### src/rtl/word_assembler_hc_if.sv
// Byte-stream handshake and word-output bundle for word_assembler_hc.
// The master side is the byte source; the slave side is the assembler.
interface word_assembler_hc_if #(
    parameter int DATA_SIZE = 16,
    parameter int BYTE_SIZE = 8
);
    logic [BYTE_SIZE-1:0] byte_in;
    logic                 byte_valid;
    logic                 byte_ready;
    logic                 clear;
    logic [DATA_SIZE-1:0] word_out;
    logic                 load;
    logic                 busy;
    logic                 timeout_err;

    modport master (
        output byte_in, byte_valid, clear,
        input  byte_ready, word_out, load, busy, timeout_err
    );

    modport slave (
        input  byte_in, byte_valid, clear,
        output byte_ready, word_out, load, busy, timeout_err
    );
endinterface

### src/rtl/word_assembler_hc.sv
// Packs DATA_SIZE/BYTE_SIZE byte beats little-endian into one word and strobes load.
// A partial word idle for TIMEOUT_CYCLES is dropped and flagged in timeout_err.
//
// state   | meaning
// IDLE    | no partial word held, waiting for beat 0
// COLLECT | partial word held, idle counter running
// EMIT    | one cycle: word_out valid, load high, byte_ready low
module word_assembler_hc #(
    parameter int DATA_SIZE      = 16,
    parameter int BYTE_SIZE      = 8,
    parameter int TIMEOUT_CYCLES = 255
) (
    input  logic               clock,
    input  logic               reset_n,
    word_assembler_hc_if.slave wif
);

    localparam int NBEATS = DATA_SIZE / BYTE_SIZE;
    localparam int CNT_W  = $clog2(NBEATS + 1);
    localparam int IDLE_W = (TIMEOUT_CYCLES > 0) ? $clog2(TIMEOUT_CYCLES + 1) : 1;

    localparam logic [CNT_W-1:0]  LAST_BEAT  = CNT_W'(NBEATS - 1);
    localparam logic [IDLE_W-1:0] IDLE_LIMIT =
        IDLE_W'((TIMEOUT_CYCLES > 0) ? (TIMEOUT_CYCLES - 1) : 0);

    typedef enum logic [1:0] {
        IDLE    = 2'd0,
        COLLECT = 2'd1,
        EMIT    = 2'd2
    } state_t;

    state_t               state_q;
    logic [CNT_W-1:0]     beat_cnt_q;
    logic [DATA_SIZE-1:0] shift_q;
    logic [DATA_SIZE-1:0] shift_d;
    logic [IDLE_W-1:0]    idle_cnt_q;
    logic [DATA_SIZE-1:0] word_out_q;
    logic                 load_q;
    logic                 timeout_err_q;

    logic                 accept;
    logic                 last_beat;
    logic                 idle_expired;

    assign wif.byte_ready  = (state_q != EMIT) && !wif.clear;
    assign wif.word_out    = word_out_q;
    assign wif.load        = load_q;
    assign wif.busy        = (state_q == COLLECT);
    assign wif.timeout_err = timeout_err_q;

    assign accept    = wif.byte_valid && wif.byte_ready;
    assign last_beat = (beat_cnt_q == LAST_BEAT);
    // idle_cnt_q counts completed idle cycles, so the limit is hit on the edge
    // that would make it TIMEOUT_CYCLES.
    assign idle_expired = (TIMEOUT_CYCLES > 0) && (idle_cnt_q == IDLE_LIMIT);

    always_comb begin
        shift_d = shift_q;
        for (int k = 0; k < NBEATS; k++) begin
            if (beat_cnt_q == CNT_W'(k)) begin
                shift_d[k*BYTE_SIZE +: BYTE_SIZE] = wif.byte_in;
            end
        end
    end

    always_ff @(posedge clock or negedge reset_n) begin
        if (!reset_n) begin
            state_q       <= IDLE;
            beat_cnt_q    <= '0;
            shift_q       <= '0;
            idle_cnt_q    <= '0;
            word_out_q    <= '0;
            load_q        <= 1'b0;
            timeout_err_q <= 1'b0;
        end else begin
            load_q <= 1'b0;
            case (state_q)
                EMIT: begin
                    state_q <= IDLE;
                    if (wif.clear) begin
                        timeout_err_q <= 1'b0;
                    end
                end
                default: begin
                    if (wif.clear) begin
                        state_q       <= IDLE;
                        beat_cnt_q    <= '0;
                        shift_q       <= '0;
                        idle_cnt_q    <= '0;
                        timeout_err_q <= 1'b0;
                    end else if (accept) begin
                        idle_cnt_q <= '0;
                        if (last_beat) begin
                            word_out_q <= shift_d;
                            load_q     <= 1'b1;
                            shift_q    <= '0;
                            beat_cnt_q <= '0;
                            state_q    <= EMIT;
                        end else begin
                            shift_q    <= shift_d;
                            beat_cnt_q <= beat_cnt_q + CNT_W'(1);
                            state_q    <= COLLECT;
                        end
                    end else if ((state_q == COLLECT) && (TIMEOUT_CYCLES > 0)) begin
                        if (idle_expired) begin
                            shift_q       <= '0;
                            beat_cnt_q    <= '0;
                            idle_cnt_q    <= '0;
                            timeout_err_q <= 1'b1;
                            state_q       <= IDLE;
                        end else begin
                            idle_cnt_q <= idle_cnt_q + IDLE_W'(1);
                        end
                    end
                end
            endcase
        end
    end

endmodule

### src/flat_wrapper.sv
// flat-port wrapper written by rule: the top's interface ports become plain ports
module word_assembler_hc_flat 
#(
    parameter int DATA_SIZE      = 16,
    parameter int BYTE_SIZE      = 8,
    parameter int TIMEOUT_CYCLES = 255
)
  (clock, reset_n, wif_byte_in, wif_byte_valid, wif_clear, wif_byte_ready, wif_word_out, wif_load, wif_busy, wif_timeout_err);
  word_assembler_hc_if #(.DATA_SIZE(DATA_SIZE), .BYTE_SIZE(BYTE_SIZE)) wif_i ();
  input  logic clock;
  input  logic reset_n;
  input wire logic [$bits(wif_i.byte_in)-1:0] wif_byte_in;
  input wire logic [$bits(wif_i.byte_valid)-1:0] wif_byte_valid;
  input wire logic [$bits(wif_i.clear)-1:0] wif_clear;
  output wire logic [$bits(wif_i.byte_ready)-1:0] wif_byte_ready;
  output wire logic [$bits(wif_i.word_out)-1:0] wif_word_out;
  output wire logic [$bits(wif_i.load)-1:0] wif_load;
  output wire logic [$bits(wif_i.busy)-1:0] wif_busy;
  output wire logic [$bits(wif_i.timeout_err)-1:0] wif_timeout_err;
  assign wif_i.byte_in = wif_byte_in;
  assign wif_i.byte_valid = wif_byte_valid;
  assign wif_i.clear = wif_clear;
  assign wif_byte_ready = wif_i.byte_ready;
  assign wif_word_out = wif_i.word_out;
  assign wif_load = wif_i.load;
  assign wif_busy = wif_i.busy;
  assign wif_timeout_err = wif_i.timeout_err;
  word_assembler_hc #(.DATA_SIZE(DATA_SIZE), .BYTE_SIZE(BYTE_SIZE), .TIMEOUT_CYCLES(TIMEOUT_CYCLES)) u_core (.clock(clock), .reset_n(reset_n), .wif(wif_i));
endmodule
### config.mk
export PLATFORM = sky130hd
export DESIGN_NAME = word_assembler_hc_flat
export DESIGN_NICKNAME = d
export VERILOG_FILES = /design/src/rtl/word_assembler_hc_if.sv /design/src/rtl/word_assembler_hc.sv /design/src/flat_wrapper.sv
export SDC_FILE = /design/constraint.sdc
export NUM_CORES = 1
export LEC_CHECK = 0
export CORE_MARGIN = 4
export CORE_UTILIZATION = 40
export CTS_BUF_LIST = sky130_fd_sc_hd__clkbuf_4 sky130_fd_sc_hd__clkbuf_8
export CTS_CLUSTER_DIAMETER = 30
export DETAILED_ROUTE_END_ITERATION = 7
export PLACE_DENSITY = 0.69
export SKIP_LAST_GASP = 1
export SYNTH_ARGS = -nofsm -noshare
export SYNTH_HDL_FRONTEND = slang
export SYNTH_SLANG_ARGS = --single-unit
### constraint.sdc
create_clock -name clock -period 2.2 [get_ports clock]
set_input_delay 0.44 -clock clock [delete_from_list [all_inputs] [get_ports clock]]
set_output_delay 0.44 -clock clock [all_outputs]
set_load 0.02 [all_outputs]
==> flow_metrics.py, run 1 <==
metrics = {
    "outcome": {
        "status": "finished clean",
    },
    "clock_network": {
        "cts_resized": 0,
        "cts_hold_buf": 0,
        "cts_buffers": 5,
        "clkTransAtPathRegs_ns": 0.07,
        "ctsHtreeMaxLevel": 2,
        "cts_max_path_buffers": 2,
        "worstSkewPairLatency_ns": 0.28,
        "postCtsSetupRepairBufs": 0,
        "cts-root-buf": "clkbuf_8",
        "cts_tree": "built",
        "cts_sinks": 38,
    },
    "yosys": {
        "synth-simple-area-share_pct": 12.7,
        "synth_nets": 149,
        "syn_avg_cell_area_um2": 12.6,
        "netlist_area_um2": 1700,
        "synth.top_cells.by_count": "dfrtp_1 (38), a22o_1 (9), a31oi_1 (9), mux2_4 (9)",
        "synth_edf_count": 0,
        "ys_types": 36,
        "yosys_most_used_dff": "dfrtp_1",
        "synth_top_family_by_area": "compound AO/OA/AOI/OAI gates",
        "synthAdderAreaFrac_pct": 1.47,
        "yosys.area.top_type_share_pct": 56.0,
        "synth_top_area_cell": "dfrtp_1",
        "synth-async-reset-ratio_pct": 100,
        "yosysMostFrequentCell": "dfrtp_1",
        "synth.area.top_cells": "dfrtp_1 (56%), mux2_4 (8.0%), a22o_1 (4.6%)",
        "ys_seq_elements": 38,
        "muxShareOfSynthArea_pct": 12.6,
        "synth_compound_area_share_pct": 15.0,
        "ys_seq_area_share_pct": 56.0,
        "syn_inst": 135,
        "yosysWarnings": 0,
        "synth_xor_area_share_pct": 0,
    },
    "floorplanning": {
        "rows": 23,
        "die_area_um2": 5350,
        "die_h_um": 73.2,
        "die_x_um": 73.2,
        "io_pins": 32,
        "core_region_area_um2": 4060,
        "start_util_pct": 41.9,
    },
    "sta": {
        "worstMarginPinSlew_ns": 0.472,
        "fmax_mhz": 488,
        "finalMaxSlewViolations": 0,
        "finalCriticalPeriod_ns": 2.05,
        "finalSetupViolCount": 0,
        "setup_ws_ns": 0.152,
        "whs_ns": 0.505,
        "rsz0062_at_grt": "false",
        "fin_crit_sh_pct": 93.1,
        "clock-skew-final_ns": 0.00417,
        "hold_violations": 0,
        "tns_ns": 0,
        "slew_headroom_pct": 68.5,
    },
    "pwr": {
        "vdd_drop_max_v": 0.000372,
        "p_leak_nw": 1.03,
        "power_density_nw_per_um2": 1220,
        "p_total_mw": 2.73,
    },
    "worst_setup_path": {
        "max_stage_delay_ns": 0.62,
        "path_cells": "clkdlybuf4s50_1 -> nor2_1 -> clkdlybuf4s50_1",
        "cp.required_ns": 1.76,
        "start_kind": "input port",
        "cpMaxStageDelayCell": "clkdlybuf4s50_1",
        "critPathMostFrequentCell": "clkdlybuf4s50_1",
        "cp_max_fo": 2,
        "crit_type": "in2out",
        "path_delay_family": "buffers and inverters",
        "crit_path_end_kind": "output pin",
        "arrival_ns": 1.61,
        "reg2reg_slack_ns": 0.44,
        "worst-path-buf-inv": 2,
    },
    "cells_and_area": {
        "multi_input_area_um2": 709,
        "fillers": 340,
        "regArea_um2": 951,
        "drive_gt1_share_pct": 20.3,
        "area_delta_synth_final_pct": 31.6,
        "final_net_count": 190,
        "fin_area_um2": 2240,
        "antennaDiodeCount": 0,
    },
    "route": {
        "via_per_inst": 5.36,
        "drt_iter0_drc": 66,
        "drt_first_pass_iters": 4,
        "drcViolationCount": 0,
        "drt_wl_total_um": 3420,
        "vias": 1217,
        "final_antenna_net_count": 0,
        "avgRoutedWirePerCell_um": 15.1,
    },
    "global_routing": {
        "grt_pass1_vias": 1255,
        "grt_first_pass_wirelength_um": 5990,
        "antenna_found_initial": 0,
        "grt_usage_pct": 14.4,
        "overflow": 0,
        "grt_max_degree": 39,
    },
    "run": {
        "drv_cap": 0,
    },
    "worst_hold_path": {
        "hold_class": "reg2reg",
    },
    "place": {
        "detailed_place_hpwl_um": 2510,
        "portBuffers": 31,
        "placed_cell_area_um2": 2090,
        "pre_cts_slack_ns": 0.0404,
        "gp_congestion": 0.923,
    },
}
[cell usage in the layout, fill, tap and decap left out, types with 4 or more instances in the layout]
| cell | n |
|---|---|
| o21ai_0 | 5 |
| buf_4 | 6 |
| mux2_4 | 9 |
| a22o_1 | 9 |
| dfrtp_1 | 38 |
| or3_1 | 4 |
| nand3_1 | 6 |
| a31oi_1 | 9 |
| clkbuf_8 | 6 |
| clkdlybuf4s50_1 | 31 |
| inv_1 | 4 |
| mux2_2 | 7 |
| nor2_1 | 7 |
| nand2_1 | 7 |
[metal layers]
layer | GRT usage (%) | part of all wire [%]
met5 | 0 | 0
met4 | 5.74 | 0.44
met1 | 19.7 | 47
met3 | 4.27 | 6.2
met2 | 21.4 | 46
[path summary, 6_finish.rpt]
| path | startpoint | end | depth (start not counted) |
|---|---|---|---|
| worst max-delay path | wif_clear | wif_byte_ready | 3 |
| worst min-delay path | u_core.wif.word_out[0] | u_core.wif.word_out[0] | 1 |
| worst max register to register | u_core.idle_cnt_q[0] | u_core.shift_q[5] | 6 |
| worst min register to register | u_core.wif.word_out[0] | u_core.wif.word_out[0] | 1 |
| max in group asynchronous | reset_n | u_core.idle_cnt_q[4] | 2 |
| min in group asynchronous | reset_n | u_core.wif.word_out[11] | 2 |
[metrics by stage]
stage | cells | util (%)
after floorplan | 135 | -
after global placement | 219 | 51.6
after detailed placement | 219 | 51.6
after CTS | 227 | 55.1
after global routing | 227 | 55.1
final | 227 | 55.1
[where the power goes]
| part | internal, mW | switching, mW | leakage, nW |
|---|---|---|---|
| combinational | 0.537 | 0.442 | 0.457 |
| sequential | 0.903 | 0.125 | 0.501 |
| clock | 0.484 | 0.237 | 0.0714 |
[sequential cells by signal (all words and copies together), names as in the netlist]
register and count:
u_core.beat_cnt_q 2, u_core.idle_cnt_q 8, u_core.shift_q 8, u_core.state_q 2, u_core.wif.load 1, u_core.wif.timeout_err 1, u_core.wif.word_out 16
[layout make-up]
cell class                      count  share of cell area [%]
Sequential cell                    38                    42.5
Multi-Input combinational cell     90                    31.7
Timing Repair Buffer               37                    15.9
Clock buffer                        6                    3.69
Tap cell                           50                    2.80
Clock inverter                      2                    2.69
Inverter                            4                   0.672
[cell families (layout without fill, tap and decap cells)]
group           count (synthesis)  count (layout)
compound gates                 34              34
simple gates                   38              38
fa+ha+maj                       2               2
flops                          38              38
mux                            16              16
buf+inv                         7              49
Note: power is estimated with default switching activity, not from simulation.
==> run 2, diff against run 1 <==
- MAX_ROUTING_LAYER: not set -> met4
- SETUP_SLACK_MARGIN: not set -> 0.15
==> run 2 against run 1 <==
Compared with the run above:
- global-route usage grew 0.68 points
- combinational power grew 0.6%
- sequential share of layout area shrank 0.17 points
- critical path type is now in2reg
- worst setup slack gained 0.22 ns
- highest routed layer unchanged
- largest power group unchanged
- cell count grew 0.44%
- non-clock buffer count grew 1
- maximum frequency grew 12%
- first-iteration DRC count grew 1.5%
- critical endpoint is now u_core.idle_cnt_q[7]
- critical path depth grew 4
- flip-flop and latch count is the same
- register-to-register slack is essentially flat
==> flow_metrics.py, run 2 (synthesis gave the netlist of run 1 again) <==
metrics = {
    "outcome": {
        "status": "finished clean",
    },
    "sta": {
        "finalSetupViolCount": 0,
        "fmax_mhz": 547,
        "whs_ns": 0.505,
        "finalCriticalPeriod_ns": 1.83,
        "worstMarginPinSlew_ns": 0.467,
        "clock-skew-final_ns": 0.00425,
        "finalMaxSlewViolations": 0,
        "slew_headroom_pct": 68.9,
        "tns_ns": 0,
        "rsz0062_at_grt": "false",
        "hold_violations": 0,
        "fin_crit_sh_pct": 83.0,
    },
    "global_routing": {
        "grt-busiest-layer": "met2",
        "grt_usage_pct": 15.1,
        "grt_use_met3_pct": 4.68,
        "use_met1_pct": 20.6,
        "grt_first_pass_wirelength_um": 6060,
        "antenna_found_initial": 0,
        "grt_pass1_vias": 1252,
        "overflow": 0,
        "grt_max_degree": 39,
        "grt.met2_usage_pct": 21.8,
    },
    "worst_setup_path": {
        "cp_max_fo": 8,
        "cp.required_ns": 2.41,
        "arrival_ns": 2.04,
        "crit_path_end_kind": "register",
        "start_kind": "input port",
        "crit_type": "in2reg",
    },
    "clock_network": {
        "cts_buffers": 5,
        "clkTransAtPathRegs_ns": 0.08,
        "worstSkewPairLatency_ns": 0.29,
        "ctsHtreeMaxLevel": 2,
        "cts_hold_buf": 0,
        "cts-root-buf": "clkbuf_8",
        "cts_sinks": 38,
        "cts_max_path_buffers": 2,
        "cts_tree": "built",
    },
    "route": {
        "via_per_inst": 5.47,
        "final_antenna_net_count": 0,
        "drt_iter0_drc": 67,
        "drt_wl_total_um": 3520,
        "drt_first_pass_iters": 4,
        "vias": 1247,
        "drcViolationCount": 0,
        "avgRoutedWirePerCell_um": 15.4,
    },
    "floorplanning": {
        "die_h_um": 73.2,
        "die_area_um2": 5350,
        "core_region_area_um2": 4060,
        "rows": 23,
        "die_x_um": 73.2,
        "start_util_pct": 41.9,
        "io_pins": 32,
    },
    "cells_and_area": {
        "final_net_count": 191,
        "antennaDiodeCount": 0,
        "layout_commonest_cell": "dfrtp_1",
        "area_delta_synth_final_pct": 32.1,
        "drive_gt1_share_pct": 20.8,
        "final_cell_mix": "dfrtp_1 (38), clkdlybuf4s50_1 (29), mux2_4 (9), a22o_1 (9), a31oi_1 (9)",
        "largest_register_ffs": 16,
    },
    "pwr": {
        "vdd_drop_max_v": 0.000467,
        "power_density_nw_per_um2": 1220,
        "p_leak_nw": 1.05,
        "p_total_mw": 2.74,
    },
    "place": {
        "gp_congestion": 0.891,
        "portBuffers": 31,
        "detailed_place_hpwl_um": 2520,
    },
    "run": {
        "drv_cap": 0,
    },
    "worst_hold_path": {
        "hold_class": "reg2reg",
    },
}
[run 2: cell count changes in the layout (fill, tap and decap cells not counted)]
cell / delta
clkdlybuf4s50_1: -2
buf_4: +1
dlygate4sd2_1: +1
dlymetal6s2s_1: +1
[run 2: final cells by class]
cell class	instances	area, um^2
clock inverters	2	60.1
inverters	4	15.0
repair buffers	38	364
clock buffers	6	82.6
flip-flops and latches	38	951
well taps	50	62.6
fillers	338	1810
multi-input cells	90	709
[run 2: repair_timing]
action                                  in CTS  in global routing
setup buffers                                0                  0
gates resized for setup                      1                  1
endpoints found under the setup margin       1                  1
[run 2: critical path, stage by stage]
cell	delay [ns]
clkdlybuf4s50_1	0.47
buf_4	0.17
nor2b_4	0.05
and2_1	0.20
buf_4	0.17
or3_1	0.36
a31oi_1	0.18
[run 2: stage by stage]
stage                     utilization (%)  worst slack [ns]  std cells  cell area (um^2)
after detailed placement             51.8            0.0504        220              2100
after global placement               51.8             0.115        220              2100
final                                55.3             0.373        228              2240
after CTS                            55.3             0.151        228              2240
after global routing                 55.3             0.303        228              2240
after floorplan                         -             0.550        135              1700
[run 2: worst paths after layout]
path                                           start                      end  slack [ns]  depth (start not counted)
worst min register to register     u_core.shift_q[1]   u_core.wif.word_out[1]        0.50                          1
max in group asynchronous                    reset_n     u_core.idle_cnt_q[6]        1.31                          2
min in group asynchronous                    reset_n  u_core.wif.word_out[11]        0.57                          2
worst max register to register  u_core.idle_cnt_q[0]        u_core.shift_q[7]        0.45                          6
worst max-delay path                       wif_clear     u_core.idle_cnt_q[7]        0.37                          7
worst min-delay path               u_core.shift_q[1]   u_core.wif.word_out[1]        0.50                          1
[run 2: power by group]
| group | switching, mW | internal (mW) | leakage, nW |
|---|---|---|---|
| clock | 0.250 | 0.484 | 0.0714 |
| sequential | 0.120 | 0.902 | 0.501 |
| combinational | 0.449 | 0.535 | 0.478 |
[run 2: per-layer routing]
metal | part of all wire (%) | up-vias
met5 | 0 | -
met1 | 47 | 597
met4 | 1.2 | 0
met3 | 8.5 | 8
li1 | - | 585
met2 | 43 | 57
==> run 3, diff against run 2 <==
- PLACE_DENSITY: 0.69 -> 0.71
- clock period: 2.2 -> 1.58 ns (I/O delays scaled with it)
==> run 3 against run 2 <==
Compared with the run above:
- the flow now finishes with violations (setup timing)
- first-iteration DRC count increased by 66%
- hold slack worse by 0.10 ns
- final area rose by 17%
- largest power group is now combinational cells
- sequential share of layout area fell by 6.2 points
- combinational power is 56% higher
==> flow_metrics.py, run 3 (synthesis gave the netlist of run 1 again) <==
metrics = {
    "floorplanning": {
        "die_h_um": 73.2,
        "start_util_pct": 41.9,
        "io_pins": 32,
        "die_x_um": 73.2,
        "core_region_area_um2": 4060,
        "rows": 23,
        "die_area_um2": 5350,
    },
    "sta": {
        "fin_crit_sh_pct": 101,
        "hold_violations": 0,
        "finalSetupViolCount": 1,
        "finalCriticalPeriod_ns": 1.59,
        "setup_ws_ns": -0.00841,
        "slew_headroom_pct": 67.9,
        "clock-skew-final_ns": 0.00279,
        "tns_ns": -0.00841,
        "fmax_mhz": 630,
        "finalMaxSlewViolations": 0,
        "worstMarginPinSlew_ns": 0.479,
        "rsz0062_at_grt": "true",
    },
    "global_routing": {
        "grt_pass1_vias": 1350,
        "antenna_found_initial": 0,
        "grt_max_degree": 39,
        "grt_first_pass_wirelength_um": 6960,
        "overflow": 0,
        "grt_usage_pct": 17.6,
    },
    "worst_hold_path": {
        "hold_class": "in2async",
    },
    "cells_and_area": {
        "final_cell_mix": "dfrtp_1 (37), dlygate4sd2_1 (20), buf_4 (20)",
        "largest_register_ffs": 16,
        "stdcell_count": 253,
        "fin_area_um2": 2630,
        "layout_commonest_cell": "dfrtp_1",
        "drive_gt1_share_pct": 42.4,
        "antennaDiodeCount": 0,
        "area_delta_synth_final_pct": 55.0,
        "final_net_count": 216,
    },
    "pwr": {
        "power_density_nw_per_um2": 1510,
        "vdd_drop_max_v": 0.000622,
        "p_leak_nw": 1.25,
    },
    "worst_setup_path": {
        "arrival_ns": 1.80,
        "start_kind": "register",
        "cp.required_ns": 1.80,
        "crit_path_end_kind": "register",
        "crit_type": "reg2reg",
        "cp_max_fo": 5,
    },
    "outcome": {
        "failed_checks": "setup timing",
        "status": "finished, violations left",
    },
    "clock_network": {
        "worstSkewPairLatency_ns": 0.29,
        "cts-root-buf": "clkbuf_8",
        "clkTransAtPathRegs_ns": 0.08,
        "cts_sinks": 38,
        "ctsHtreeMaxLevel": 2,
        "cts_buffers": 5,
        "cts_max_path_buffers": 2,
        "cts_tree": "built",
    },
    "route": {
        "drt_first_pass_iters": 5,
        "avgRoutedWirePerCell_um": 16.8,
        "drt_iter0_drc": 111,
        "via_per_inst": 5.50,
        "drcViolationCount": 0,
        "drt_wl_total_um": 4250,
        "vias": 1392,
        "final_antenna_net_count": 0,
    },
    "run": {
        "drv_cap": 0,
    },
    "place": {
        "dp_cells": 231,
        "gp_congestion": 0.882,
        "detailed_place_hpwl_um": 2860,
        "placed_cell_area_um2": 2230,
        "portBuffers": 31,
    },
}
run 3: changes by cell type in the layout (fill, tap and decap cells not counted), sizes merged:
cell,previous run,this run
and2,1,2
buf,7,31
clkbuf,6,5
clkdlybuf4s50,29,9
clkinv,0,1
dlygate4sd2,1,20
dlymetal6s2s,1,0
nand2,8,10
run 3: worst max-delay path, cell delays in order, from the launching register on:
cell	delay, ns
dfrtp_1	0.42
ha_4	0.16
and3_4	0.17
a21o_4	0.23
or3_4	0.38
a31oi_4	0.16
run 3: area by class of cell:
type | instances | area, um^2
clock inverter | 3 | 68.8
multi-input combinational | 93 | 918
fill | 290 | 1420
clock buffer | 5 | 68.8
tap | 50 | 62.6
timing repair buffer | 60 | 548
inverter | 4 | 15.0
sequential | 38 | 952
run 3: what timing repair did:
action | in CTS | in global routing
setup buffers | 5 | 6
setup endpoints to repair | 53 | 38
cloned | 3 | 0
pin swaps | 14 | 10
resized for setup | 44 | 24
hold buffers | 0 | 0
run 3: layer usage:
metal  global-route usage [%]  vias up  routed length, um
li1                         -      645                  -
met2                     28.2       55               2130
met1                     22.4      684               1790
met5                        -        -                  0
met4                     3.69        0                 46
met3                     4.96        8                285
run 3: metrics by stage:
step	hold slack (ns)	total power [mW]	utilization (%)	worst slack, ns
floorplan	0.0204	2.25	-	0.125
global placement	0.484	2.89	55.0	-0.236
detailed placement	0.492	2.94	55.0	-0.290
CTS	0.407	3.88	61.0	0.00867
global route	0.412	4.17	64.9	-0.0487
finish	0.402	3.96	64.9	-0.00841
run 3: worst paths after layout:
kind	startpoint	to	slack, ns	cells past startpoint
hold reg to reg	u_core.wif.word_out[15]	u_core.wif.word_out[15]	0.50	1
max in group asynchronous	reset_n	u_core.state_q[1]	0.98	2
setup reg to reg	u_core.idle_cnt_q[1]	u_core.idle_cnt_q[7]	-0.008	5
setup / recovery	u_core.idle_cnt_q[1]	u_core.idle_cnt_q[7]	-0.008	5
min in group clock	wif_clear	u_core.state_q[1]	0.48	3
hold / removal	reset_n	u_core.wif.word_out[10]	0.40	2
run 3: report_power, final:
group	total (mW)	switching, mW	internal, mW	leakage (nW)
logic	1.54	0.762	0.780	0.678
registers	1.43	0.169	1.26	0.500
clock network	0.995	0.363	0.633	0.0683
total	3.96	1.29	2.67	1.25
